===== config.mk =====
export PLATFORM = sky130hd
export DESIGN_NAME = regfile_write_arbiter_flat
export DESIGN_NICKNAME = d
export VERILOG_FILES = /design/src/rtl/regfile_write_arbiter_if.sv /design/src/rtl/regfile_write_arbiter.sv /design/src/flat_wrapper.sv
export SDC_FILE = /design/constraint.sdc
export NUM_CORES = 1
export LEC_CHECK = 0
export ABC_AREA = 1
export BUFFER_PORTS_ARGS = -buffer_cell sky130_fd_sc_hd__buf_2
export CAP_MARGIN = 20
export CORE_ASPECT_RATIO = 0.9
export CORE_MARGIN = 2
export CORE_UTILIZATION = 40
export CTS_CLUSTER_SIZE = 8
export DETAILED_ROUTE_END_ITERATION = 8
export PLACE_DENSITY = 0.8
export SLEW_MARGIN = 20
export SYNTH_ARGS = -nofsm -noshare
export SYNTH_HDL_FRONTEND = slang
export SYNTH_SLANG_ARGS = --single-unit

===== constraint.sdc =====
create_clock -name Clk_i -period 3.89 [get_ports Clk_i]
set_input_delay 0.389 -clock Clk_i [delete_from_list [all_inputs] [get_ports Clk_i]]
set_output_delay 0.389 -clock Clk_i [all_outputs]
set_load 0.01 [all_outputs]

===== src/rtl/regfile_write_arbiter_if.sv =====
// Writeback request bus and register-file write port shared by the arbiter and its sources.
// Requester i uses bits [i*AW +: AW] of ReqAddr and [i*DW +: DW] of ReqData.
interface regfile_write_arbiter_if #(
   parameter int NUM_REQ = 4,
   parameter int AW      = 5,
   parameter int DW      = 32
);
   logic                  Hold;
   logic [NUM_REQ-1:0]    ReqValid;
   logic [NUM_REQ*AW-1:0] ReqAddr;
   logic [NUM_REQ*DW-1:0] ReqData;
   logic [NUM_REQ-1:0]    ReqReady;
   logic                  RegWrite;
   logic [AW-1:0]         WriteRegister;
   logic [DW-1:0]         WriteData;
   logic                  PendValid;
   logic [2:0]            GrantId;

   // Handshake: requester i holds ReqValid[i] with stable ReqAddr/ReqData
   // until it sees ReqValid[i] & ReqReady[i] at a rising edge; that edge is
   // the transfer. ReqReady may drop without a transfer and no state is kept
   // for a request that is withdrawn.
   modport master (
      output Hold, ReqValid, ReqAddr, ReqData,
      input  ReqReady, RegWrite, WriteRegister, WriteData, PendValid, GrantId
   );

   modport slave (
      input  Hold, ReqValid, ReqAddr, ReqData,
      output ReqReady, RegWrite, WriteRegister, WriteData, PendValid, GrantId
   );
endinterface


===== src/rtl/regfile_write_arbiter.sv =====
// Round-robin arbiter sharing the register-file write port among NUM_REQ writeback sources.
// The winner is registered into a one-entry stage that drives the write port for one cycle.
module regfile_write_arbiter #(
   parameter int NUM_REQ = 4,
   parameter int AW      = 5,
   parameter int DW      = 32
) (
   input  logic                       Clk_i,
   input  logic                       Reset_i,
   regfile_write_arbiter_if.slave     bus_io,
   output logic [2:0]                 ptr_o
);
   localparam int PW = (NUM_REQ > 1) ? $clog2(NUM_REQ) : 1;

   logic [PW-1:0] ptr_q;
   logic          regwrite_q;
   logic [AW-1:0] waddr_q;
   logic [DW-1:0] wdata_q;
   logic [2:0]    gid_q;

   logic          hi_found, lo_found, grant_valid;
   logic [2:0]    hi_idx, lo_idx, grant_idx;
   logic [PW-1:0] ptr_d;
   logic [AW-1:0] sel_addr;
   logic [DW-1:0] sel_data;
   logic [NUM_REQ-1:0] ready_c;

   // Two-pass search: first the requesters at or above the pointer, then wrap to the lowest.
   always_comb begin
      hi_found = 1'b0;
      hi_idx   = '0;
      lo_found = 1'b0;
      lo_idx   = '0;
      for (int i = NUM_REQ - 1; i >= 0; i--) begin
         if (bus_io.ReqValid[i]) begin
            lo_found = 1'b1;
            lo_idx   = 3'(i);
            if (i >= int'(ptr_q)) begin
               hi_found = 1'b1;
               hi_idx   = 3'(i);
            end
         end
      end
      grant_idx   = hi_found ? hi_idx : lo_idx;
      grant_valid = lo_found && !bus_io.Hold && !Reset_i;
   end

   always_comb begin
      ready_c  = '0;
      sel_addr = '0;
      sel_data = '0;
      for (int i = 0; i < NUM_REQ; i++) begin
         if (grant_idx == 3'(i)) begin
            ready_c[i] = grant_valid;
            sel_addr   = bus_io.ReqAddr[i*AW +: AW];
            sel_data   = bus_io.ReqData[i*DW +: DW];
         end
      end
      if (int'(grant_idx) == NUM_REQ - 1) begin
         ptr_d = '0;
      end else begin
         ptr_d = PW'(grant_idx + 3'd1);
      end
   end

   // Writes to $zero are accepted and advance the pointer but never raise RegWrite.
   always_ff @(posedge Clk_i) begin
      if (Reset_i) begin
         ptr_q      <= '0;
         regwrite_q <= 1'b0;
         waddr_q    <= '0;
         wdata_q    <= '0;
         gid_q      <= '0;
      end else if (grant_valid) begin
         ptr_q      <= ptr_d;
         regwrite_q <= (sel_addr != '0);
         waddr_q    <= sel_addr;
         wdata_q    <= sel_data;
         gid_q      <= grant_idx;
      end else begin
         regwrite_q <= 1'b0;
      end
   end

   assign bus_io.ReqReady      = ready_c;
   assign bus_io.RegWrite      = regwrite_q;
   assign bus_io.PendValid     = regwrite_q;
   assign bus_io.WriteRegister = waddr_q;
   assign bus_io.WriteData     = wdata_q;
   assign bus_io.GrantId       = gid_q;
   assign ptr_o                = 3'(ptr_q);
endmodule


===== src/flat_wrapper.sv =====
// flat-port wrapper written by rule: the top's interface ports become plain ports
module regfile_write_arbiter_flat 
#(
   parameter int NUM_REQ = 4,
   parameter int AW      = 5,
   parameter int DW      = 32
)
  (Clk_i, Reset_i, ptr_o, bus_io_Hold, bus_io_ReqValid, bus_io_ReqAddr, bus_io_ReqData, bus_io_ReqReady, bus_io_RegWrite, bus_io_WriteRegister, bus_io_WriteData, bus_io_PendValid, bus_io_GrantId);
  regfile_write_arbiter_if #(.NUM_REQ(NUM_REQ), .AW(AW), .DW(DW)) bus_io_i ();
  input  logic Clk_i;
  input  logic Reset_i;
  output logic [2:0] ptr_o;
  input wire logic [$bits(bus_io_i.Hold)-1:0] bus_io_Hold;
  input wire logic [$bits(bus_io_i.ReqValid)-1:0] bus_io_ReqValid;
  input wire logic [$bits(bus_io_i.ReqAddr)-1:0] bus_io_ReqAddr;
  input wire logic [$bits(bus_io_i.ReqData)-1:0] bus_io_ReqData;
  output wire logic [$bits(bus_io_i.ReqReady)-1:0] bus_io_ReqReady;
  output wire logic [$bits(bus_io_i.RegWrite)-1:0] bus_io_RegWrite;
  output wire logic [$bits(bus_io_i.WriteRegister)-1:0] bus_io_WriteRegister;
  output wire logic [$bits(bus_io_i.WriteData)-1:0] bus_io_WriteData;
  output wire logic [$bits(bus_io_i.PendValid)-1:0] bus_io_PendValid;
  output wire logic [$bits(bus_io_i.GrantId)-1:0] bus_io_GrantId;
  assign bus_io_i.Hold = bus_io_Hold;
  assign bus_io_i.ReqValid = bus_io_ReqValid;
  assign bus_io_i.ReqAddr = bus_io_ReqAddr;
  assign bus_io_i.ReqData = bus_io_ReqData;
  assign bus_io_ReqReady = bus_io_i.ReqReady;
  assign bus_io_RegWrite = bus_io_i.RegWrite;
  assign bus_io_WriteRegister = bus_io_i.WriteRegister;
  assign bus_io_WriteData = bus_io_i.WriteData;
  assign bus_io_PendValid = bus_io_i.PendValid;
  assign bus_io_GrantId = bus_io_i.GrantId;
  regfile_write_arbiter #(.NUM_REQ(NUM_REQ), .AW(AW), .DW(DW)) u_core (.Clk_i(Clk_i), .Reset_i(Reset_i), .bus_io(bus_io_i), .ptr_o(ptr_o));
endmodule

==> results of run 1 <==
## power by group through the flow
stage / clock network (mW) / logic (mW) / registers [mW]
after floorplan: 0 / 0.370 / 0.549
after global placement: 0 / 0.563 / 0.521
after detailed placement: 0 / 0.575 / 0.522
after CTS: 0.355 / 0.577 / 0.513
after global routing: 0.377 / 0.651 / 0.519
final: 0.344 / 0.575 / 0.513
## worst min-delay path by stage
stage	start	end	slack [ns]	depth (start not counted)
6_report	bus_io_ReqData[99]	u_core.bus_io.WriteData[3]	0.32	3
5_1_grt	bus_io_ReqData[101]	u_core.bus_io.WriteData[5]	0.32	3
4_1_cts	bus_io_ReqData[100]	u_core.bus_io.WriteData[4]	0.31	3
3_5_place_dp	u_core.bus_io.WriteData[4]	u_core.bus_io.WriteData[4]	0.44	2
3_3_place_gp	u_core.bus_io.WriteData[30]	u_core.bus_io.WriteData[30]	0.43	2
2_1_floorplan	u_core.bus_io.WriteData[0]	u_core.bus_io.WriteData[0]	0.47	2
## state kept, by name, summed over array words and instances (netlist names)
name	cells
u_core.bus_io.WriteData	32
u_core.ptr_q	2
u_core.bus_io.PendValid	1
u_core.bus_io.WriteRegister	5
u_core.bus_io.GrantId	2
## per-stage QoR
step / std cells / utilization [%]
floorplan: 435 / -
global placement: 696 / 55.3
detailed placement: 696 / 55.3
CTS: 704 / 57.0
global route: 704 / 57.0
finish: 704 / 57.0
## placed cells by master, fill, tap and decap left out, types with 2 or more instances in the layout
cell type  instances
nand2_1          179
clkbuf_8           5
a21oi_1           42
ha_1               4
inv_2              4
a21boi_1           2
buf_2            201
nor2_1            32
a21boi_0           2
nand3_1            3
nor2_4             2
dfxtp_1           42
o21ai_1           21
inv_1             10
nor2_2             2
o21ai_0           20
buf_4              4
conb_1             2
o211ai_1          32
clkinv_2           2
## metal layers
metal  track usage [%]  vias up  share of wire, %
li1                  -     1769                 -
met5                 0        -                 0
met2              40.0      158                48
met1              27.7     1541                41
met3              7.44       12               9.7
met4              6.67        0               1.2
## cell families after synthesis
logic type               count (synthesis)  synth area share, %
adder cells (fa/ha/maj)                  4                 1.84
flip-flops                              42                 30.9
AND/OR/NAND/NOR                        218                 30.9
other                                    1                0.138
buffers and inverters                   49                 10.7
AO/OA/AOI/OAI                          120                 25.6
## cells in the mapped netlist, types with 3 or more instances
master	n	area share (%)
nand2_1	179	25
a21oi_1	42	7.7
dfxtp_1	42	31
nor2_1	32	4.4
o211ai_1	32	8.8
o21ai_1	21	3.9
o21ai_0	20	3.7
buf_2	15	2.8
inv_1	11	1.5
buf_4	9	2.5
buf_6	7	2.9
ha_1	4	1.8
inv_2	3	0.41
nand3_1	3	0.55
## area by class of cell
class                      instances  area [um2]  share of cell area, %
tap                               90         113                   3.00
sequential                        42         841                   22.4
clock buffer                       5        68.8                   1.83
clock inverter                     3        40.0                   1.07
multi-input combinational        344        1600                   42.5
inverter                          15        58.8                   1.57
timing repair buffer             205        1040                   27.6
## worst reg2reg max path, delay by kind of cell (launching register included)
| kind | cells | cell delay, ns |
|---|---|---|
| and+or+nand+nor | 3 | 0.87 |
| DFF | 1 | 0.34 |
| adders and majority gates | 1 | 0.25 |
| AOI/OAI and AO/OA | 5 | 0.91 |
| buffers and inverters | 1 | 0.12 |
==> impl_results.md, run 1 <==
* CP Depth at 10
* Final TNS setup at 0 ns
* Clk pwr share at 24.0%
* Max-Slew Margin vs Limit at 42.2%
* Pleak at 2.18 nW
* Place WS at 1.20 ns
* Gr ovfl total at 0
* Worst Reg-to-Reg Cells at 10
* Tot Pwr at 1.43 mW
* Flops & latches, synth at 42
* Minimum clock period at 2.57 ns
* Ports at 204
* Setup ws final at 1.32 ns
* DRT Pass-1 Iters at 4
* Core Box Area at 6590 um2
* Slowest CP cell: buf_4
* Sequential share of power at 35.8%
* Synth Flop Type: dfxtp_1
* Post-Syn Area at 2730 um2
* End of the critical path: bus_io_ReqReady[1]
* Clk root buf: clkbuf_8
* # fillers at 678
* Post-Syn Area per Cell at 6.28 um2
* Clk sinks at 42
* Longest Clk Path Bufs at 2
* CTS tree: yes
* Number of routed nets with antenna violations at 0
* Sequential area share after synthesis at 30.9%
* Crit path from: u_core.ptr_q[1]
* Htree depth at 2
* Share of layout cells above drive strength 1 at 36.3%
* CP max FO at 38
* Switch share at 36.9%
* RePlAce Congestion at 0.805
* Max Cap Viol at 0
* Iter 0 DRT Violations at 131
* Die Area at 7490 um2
* Top delay family on crit path: buffers and inverters
* PostCTS Resize Cnt at 0
* Comb power frac at 40.2%
* Antenna violations before repair at 0
* Clock skew at 0.00599 ns
* Critical path class: flop to output port
* Crit path cell chain: nor2_1 -> nand2_1 -> a21boi_0 -> nand2_1 -> inv_1 -> ha_1 -> buf_4 -> inv_2 -> nor2_1 -> buf_2
* Initial Utilization at 41.4%
* Unique masters post-synth at 23
* Least-Margin Pin Slew at 0.864 ns
* Fmax at 0.388 GHz
* Row count at 28
* Setup-failing EPs final at 0
* Total CTS buffers at 5
* Switching power total at 0.528 mW
* Endpoint class of the critical path: output port
* Outcome: completed
* Die Y at 82.3 um
* Number of flops mapped to enable cells by yosys at 0
* Ant. Diodes at 0
* Post-CTS setup buffer count at 0
* Design area at 3750 um2
* Nets at 772
* # port buffers at 201
* Final Max Tran Viols at 0
* Arrival @ worst endpoint at 2.19 ns
* Vias per cell at 4.94
* Max VDD drop at 0.228 mV
* DP Area at 3640 um2
* Power Dens Cells at 381 nW/um2
* Cts hold-fix bufs at 0
* Drt drc at 0
* Routed WL at 9280 um
* Die boundary width at 91.0 um
* Hold slack at 0.321 ns
* Critical path buffers and inverters at 4
* Fraction of registers with async set/reset at 0%
* Int Pwr at 0.904 mW
* Crit-path max cell delay at 0.40 ns
* Detailed placer's ending HPWL at 6730 um
* Worst flop-to-flop path endpoint: u_core.bus_io.WriteData[22]
* Area delta synth->final at 37.7%
* Reg2reg setup slack at 1.34 ns
* Hold Path Class: input pin to flop
* Final hold violations at 0
* Clk slew on worst S/H paths at 0.08 ns
* Vias in the first global route at 3012
* Critical R2R Launch: u_core.ptr_q[0]
* First-pass GRT wire length at 14000 um
* Period Utilization, post-route at 66.2%
* CP required at 3.50 ns
* Post-Synthesis Cells at 434
* DR vias at 3480
* RSZ-0062 raised after global routing: no
* Post-detailed-route wirelength per cell at 13.2 um
* Total Routing Usage GR at 23.0%
* Worst-Skew Late Latency at 0.29 ns
* Syn. warnings at 0
* CP Launch Type: flop
* Largest net degree at the start of global routing at 51
Note: power is estimated with default switching activity, not from simulation.
==> run 2: changes to the inputs <==
--- a/config.mk
+++ b/config.mk
@@ -5,15 +5,15 @@
 export SDC_FILE = /design/constraint.sdc
 export NUM_CORES = 1
 export LEC_CHECK = 0
-export ABC_AREA = 1
+export ABC_AREA = 0
 export BUFFER_PORTS_ARGS = -buffer_cell sky130_fd_sc_hd__buf_2
 export CAP_MARGIN = 20
 export CORE_ASPECT_RATIO = 0.9
 export CORE_MARGIN = 2
-export CORE_UTILIZATION = 40
+export CORE_UTILIZATION = 39
 export CTS_CLUSTER_SIZE = 8
 export DETAILED_ROUTE_END_ITERATION = 8
-export PLACE_DENSITY = 0.8
+export PLACE_DENSITY = 0.78
 export SLEW_MARGIN = 20
 export SYNTH_ARGS = -nofsm -noshare
 export SYNTH_HDL_FRONTEND = slang
==> constraint.sdc (replaced) <==
create_clock -name Clk_i -period 2.22 [get_ports Clk_i]
set_input_delay 0.222 -clock Clk_i [delete_from_list [all_inputs] [get_ports Clk_i]]
set_output_delay 0.222 -clock Clk_i [all_outputs]
set_load 0.01 [all_outputs]
==> impl_results.md, run 2 <==
* First-pass GRT wire length at 15900 um (was 14000 um)
* Slowest CP cell: dfxtp_2 (was buf_4)
* Post-synth top area cell: dfxtp_1 (unchanged)
* Die Y at 88.9 um (was 82.3 um)
* Post-Syn Area per Cell at 9.00 um2 (was 6.28 um2)
* Metal2 WL at 5410 um (was 4470 um)
* Total CTS buffers at 5 (unchanged)
* RePlAce Congestion at 0.829 (was 0.805)
* Unique masters post-synth at 37 (was 23)
* Area of the multi-input gates at 2030 um2 (was 1600 um2)
* Initial Utilization at 40.8% (was 41.4%)
* Final Max Tran Viols at 0 (unchanged)
* Most common cell after layout, fill and taps aside: buf_2 (unchanged)
* Most frequent cell after synthesis: dfxtp_1 (was nand2_1)
* Drt drc at 0 (unchanged)
* Total Routing Usage GR at 22.3% (was 23.0%)
* CP required at 2.39 ns (was 3.50 ns)
* Post-detailed-route wirelength per cell at 16.7 um (was 13.2 um)
* DR vias at 3455 (was 3480)
* Period Utilization, post-route at 98.8%
* Routed WL at 10600 um (was 9280 um)
* Vias per cell at 5.46 (was 4.94)
* Largest net degree at the start of global routing at 43 (was 51)
* Fmax at 0.456 GHz
* Iter 0 DRT Violations at 114 (was 131)
* Number of flip-flops under the largest register name at 32 (unchanged)
* Post-synthesis mux area share at 0% (unchanged)
* # port buffers at 201 (unchanged)
* Vias in the first global route at 3443 (was 3012)
* Sequential area share after synthesis at 26.9% (was 30.9%)
* Area delta synth->final at 41.6% (was 37.7%)
* Longest Clk Path Bufs at 2 (unchanged)
* Ports at 204 (unchanged)
* Clk slew on worst S/H paths at 0.09 ns (was 0.08 ns)
* # fillers at 687 (was 678)
* Met3 wire len at 812 um (was 897 um)
* Clock skew at 0.00559 ns (was 0.00599 ns)
* DRT Pass-1 Iters at 4 (unchanged)
* Cts hold-fix bufs at 0 (unchanged)
* Post-synthesis compound-gate area fraction at 33.0% (was 25.6%)
* Hold slack at 0.284 ns (was 0.321 ns)
* Number of flops mapped to enable cells by yosys at 0 (unchanged)
* Number of routed nets with antenna violations at 0 (unchanged)
* Largest family of logic cells by synthesized area: compound AO/OA/AOI/OAI gates (was simple AND/OR/NAND/NOR gates)
* Post-Syn Area at 3120 um2 (was 2730 um2)
* Htree depth at 2 (unchanged)
* Crit-path max cell delay at 0.40 ns (about the same)
* XOR/XNOR Fraction of Synth Area at 0% (unchanged)
* Setup-failing EPs final at 0 (unchanged)
* Outcome: completed (unchanged)
* Power Dens Cells at 606 nW/um2 (was 381 nW/um2)
* Antenna violations before repair at 0 (unchanged)
* CP max FO at 6 (was 38)
* Post-Synthesis Cells at 347 (was 434)
* Max Cap Viol at 0 (unchanged)
* Gr ovfl total at 0 (unchanged)
* Clk root buf: clkbuf_8 (unchanged)
* Detailed placer's ending HPWL at 7490 um (was 6730 um)
* Clk sinks at 42 (unchanged)
* Nets at 695 (was 772)
* Synth Area in Adders at 1.60% (was 1.84%)
* Seq. cell area at 843 um2 (was 841 um2)
* Worst-Skew Late Latency at 0.29 ns (about the same)
* Syn. warnings at 0 (unchanged)
* Crit path cell chain: a21o_1 -> a21oi_1 -> o22ai_2 -> inv_1 -> ha_2 -> or2_1 -> a221o_1 -> a22oi_1 -> a311oi_1 (was nor2_1 -> nand2_1 -> a21boi_0 -> nand2_1 -> inv_1 -> ha_1 -> buf_4 -> inv_2 -> nor2_1 -> buf_2)
* Top post-synthesis cells by area: dfxtp_1 (27%), a221oi_2 (14%), o311a_1 (10%) (was dfxtp_1 (31%), nand2_1 (25%), o211ai_1 (8.8%))
* DP Area at 4160 um2 (was 3640 um2)
* DR top layer: met4 (unchanged)
* Max VDD drop at 0.291 mV (was 0.228 mV)
* Commonest non-fill, non-tap cells in the layout: buf_2 (201), dfxtp_1 (40), nand2_1 (39) (was buf_2 (201), nand2_1 (179), a21oi_1 (42), dfxtp_1 (42))
* Minimum clock period at 2.19 ns
* Design area at 4420 um2 (was 3750 um2)
* Hold Path Class: input pin to flop (unchanged)
* Synth Flop Type: dfxtp_1 (unchanged)
* Die Area at 8740 um2 (was 7490 um2)
* CP Launch Type: flop (unchanged)
* Post-Synth Simple-Gate Area at 28.4% (was 30.9%)
* Share of layout cells above drive strength 1 at 56.2% (was 36.3%)
* WL met1 at 4240 um (was 3790 um)
* Commonest cells post-synth: dfxtp_1 (42), nand2_1 (39), nor2_1 (36) (was nand2_1 (179), a21oi_1 (42), dfxtp_1 (42))
* RSZ-0062 raised after global routing: yes (was no)
* Fraction of registers with async set/reset at 0% (unchanged)
* Row count at 30 (was 28)
* Die boundary width at 98.3 um (was 91.0 um)
* Endpoint class of the critical path: flop (was output port)
* Critical path class: flop to flop (was flop to output port)
* Final hold violations at 0 (unchanged)
* Pleak at 2.11 nW (was 2.18 nW)
* Ant. Diodes at 0 (unchanged)
* Core Box Area at 7660 um2 (was 6590 um2)
* Top cell type's share of synthesized area at 26.9% (was 30.9%)
* Arrival @ worst endpoint at 2.36 ns (was 2.19 ns)
* Flops & latches, synth at 42 (unchanged)
* CTS tree: yes (unchanged)
==> run 2: timing repair <==
item / CTS / global route
setup endpoints to repair: 15 / 24
gates cloned: 2 / 1
resized for setup: 8 / 7
buffers inserted: 1 / 1
pin swaps: 1 / 0
==> run 2: kinds of logic (layout without fill, tap and decap cells) <==
| group | Yosys count | count (layout) |
|---|---|---|
| adder cells (fa/ha/maj) | 4 | 4 |
| AND/OR/NAND/NOR | 153 | 153 |
| flip-flops | 42 | 42 |
| other | 1 | 2 |
| AO/OA/AOI/OAI | 97 | 97 |
| buffers and inverters | 50 | 239 |
==> run 2: worst paths after layout <==
kind | slack (ns) | cells past startpoint | to | start
hold / removal | 0.28 | 3 | u_core.bus_io.GrantId[0] | bus_io_Hold
setup reg to reg | 0.03 | 9 | u_core.bus_io.PendValid | u_core.ptr_q[1]
setup / recovery | 0.03 | 9 | u_core.bus_io.PendValid | u_core.ptr_q[1]
hold reg to reg | 0.45 | 2 | u_core.bus_io.WriteRegister[1] | u_core.bus_io.WriteRegister[1]
==> run 2: through the flow <==
stage               utilization, %  setup TNS [ns]  total power [mW]  setup slack [ns]  instances
floorplan                        -               0              1.72            0.0624        348
finish                        57.7               0              2.68            0.0274        633
global placement              54.4               0              2.02            0.0872        620
detailed placement            54.4          -0.415              2.07            -0.124        620
CTS                           56.9               0              2.66            0.0110        631
global route                  57.7          -0.777              2.84           -0.0683        633
==> run 2: routing by layer <==
metal	vias to the layer above	GRT usage [%]
met3	10	4.93
met2	154	42.2
met5	-	0
li1	1661	-
met4	0	6.10
met1	1630	25.7
==> run 2: where the power goes <==
| group | switching [mW] | internal [mW] | total (mW) |
|---|---|---|---|
| Sequential | 0.0465 | 0.837 | 0.883 |
| Combinational | 0.640 | 0.635 | 1.28 |
| Clock | 0.268 | 0.252 | 0.520 |
| Total | 0.955 | 1.72 | 2.68 |
==> run 2: worst max-delay path, delay by kind of cell, from the launching register on <==
kind                       cells  cell delay (ns)
DFF                            1             0.40
buffers and inverters          1             0.11
adders and majority gates      1             0.26
AOI/OAI and AO/OA              6             1.02
and+or+nand+nor                1             0.29
==> run 2: area by class of cell <==
class,instances,area share (%)
Clock buffer,7,1.95
Clock inverter,1,0.113
Inverter,11,0.934
Multi-Input combinational cell,256,45.9
Sequential cell,42,19.1
Tap cell,96,2.72
Timing Repair Buffer,220,29.3
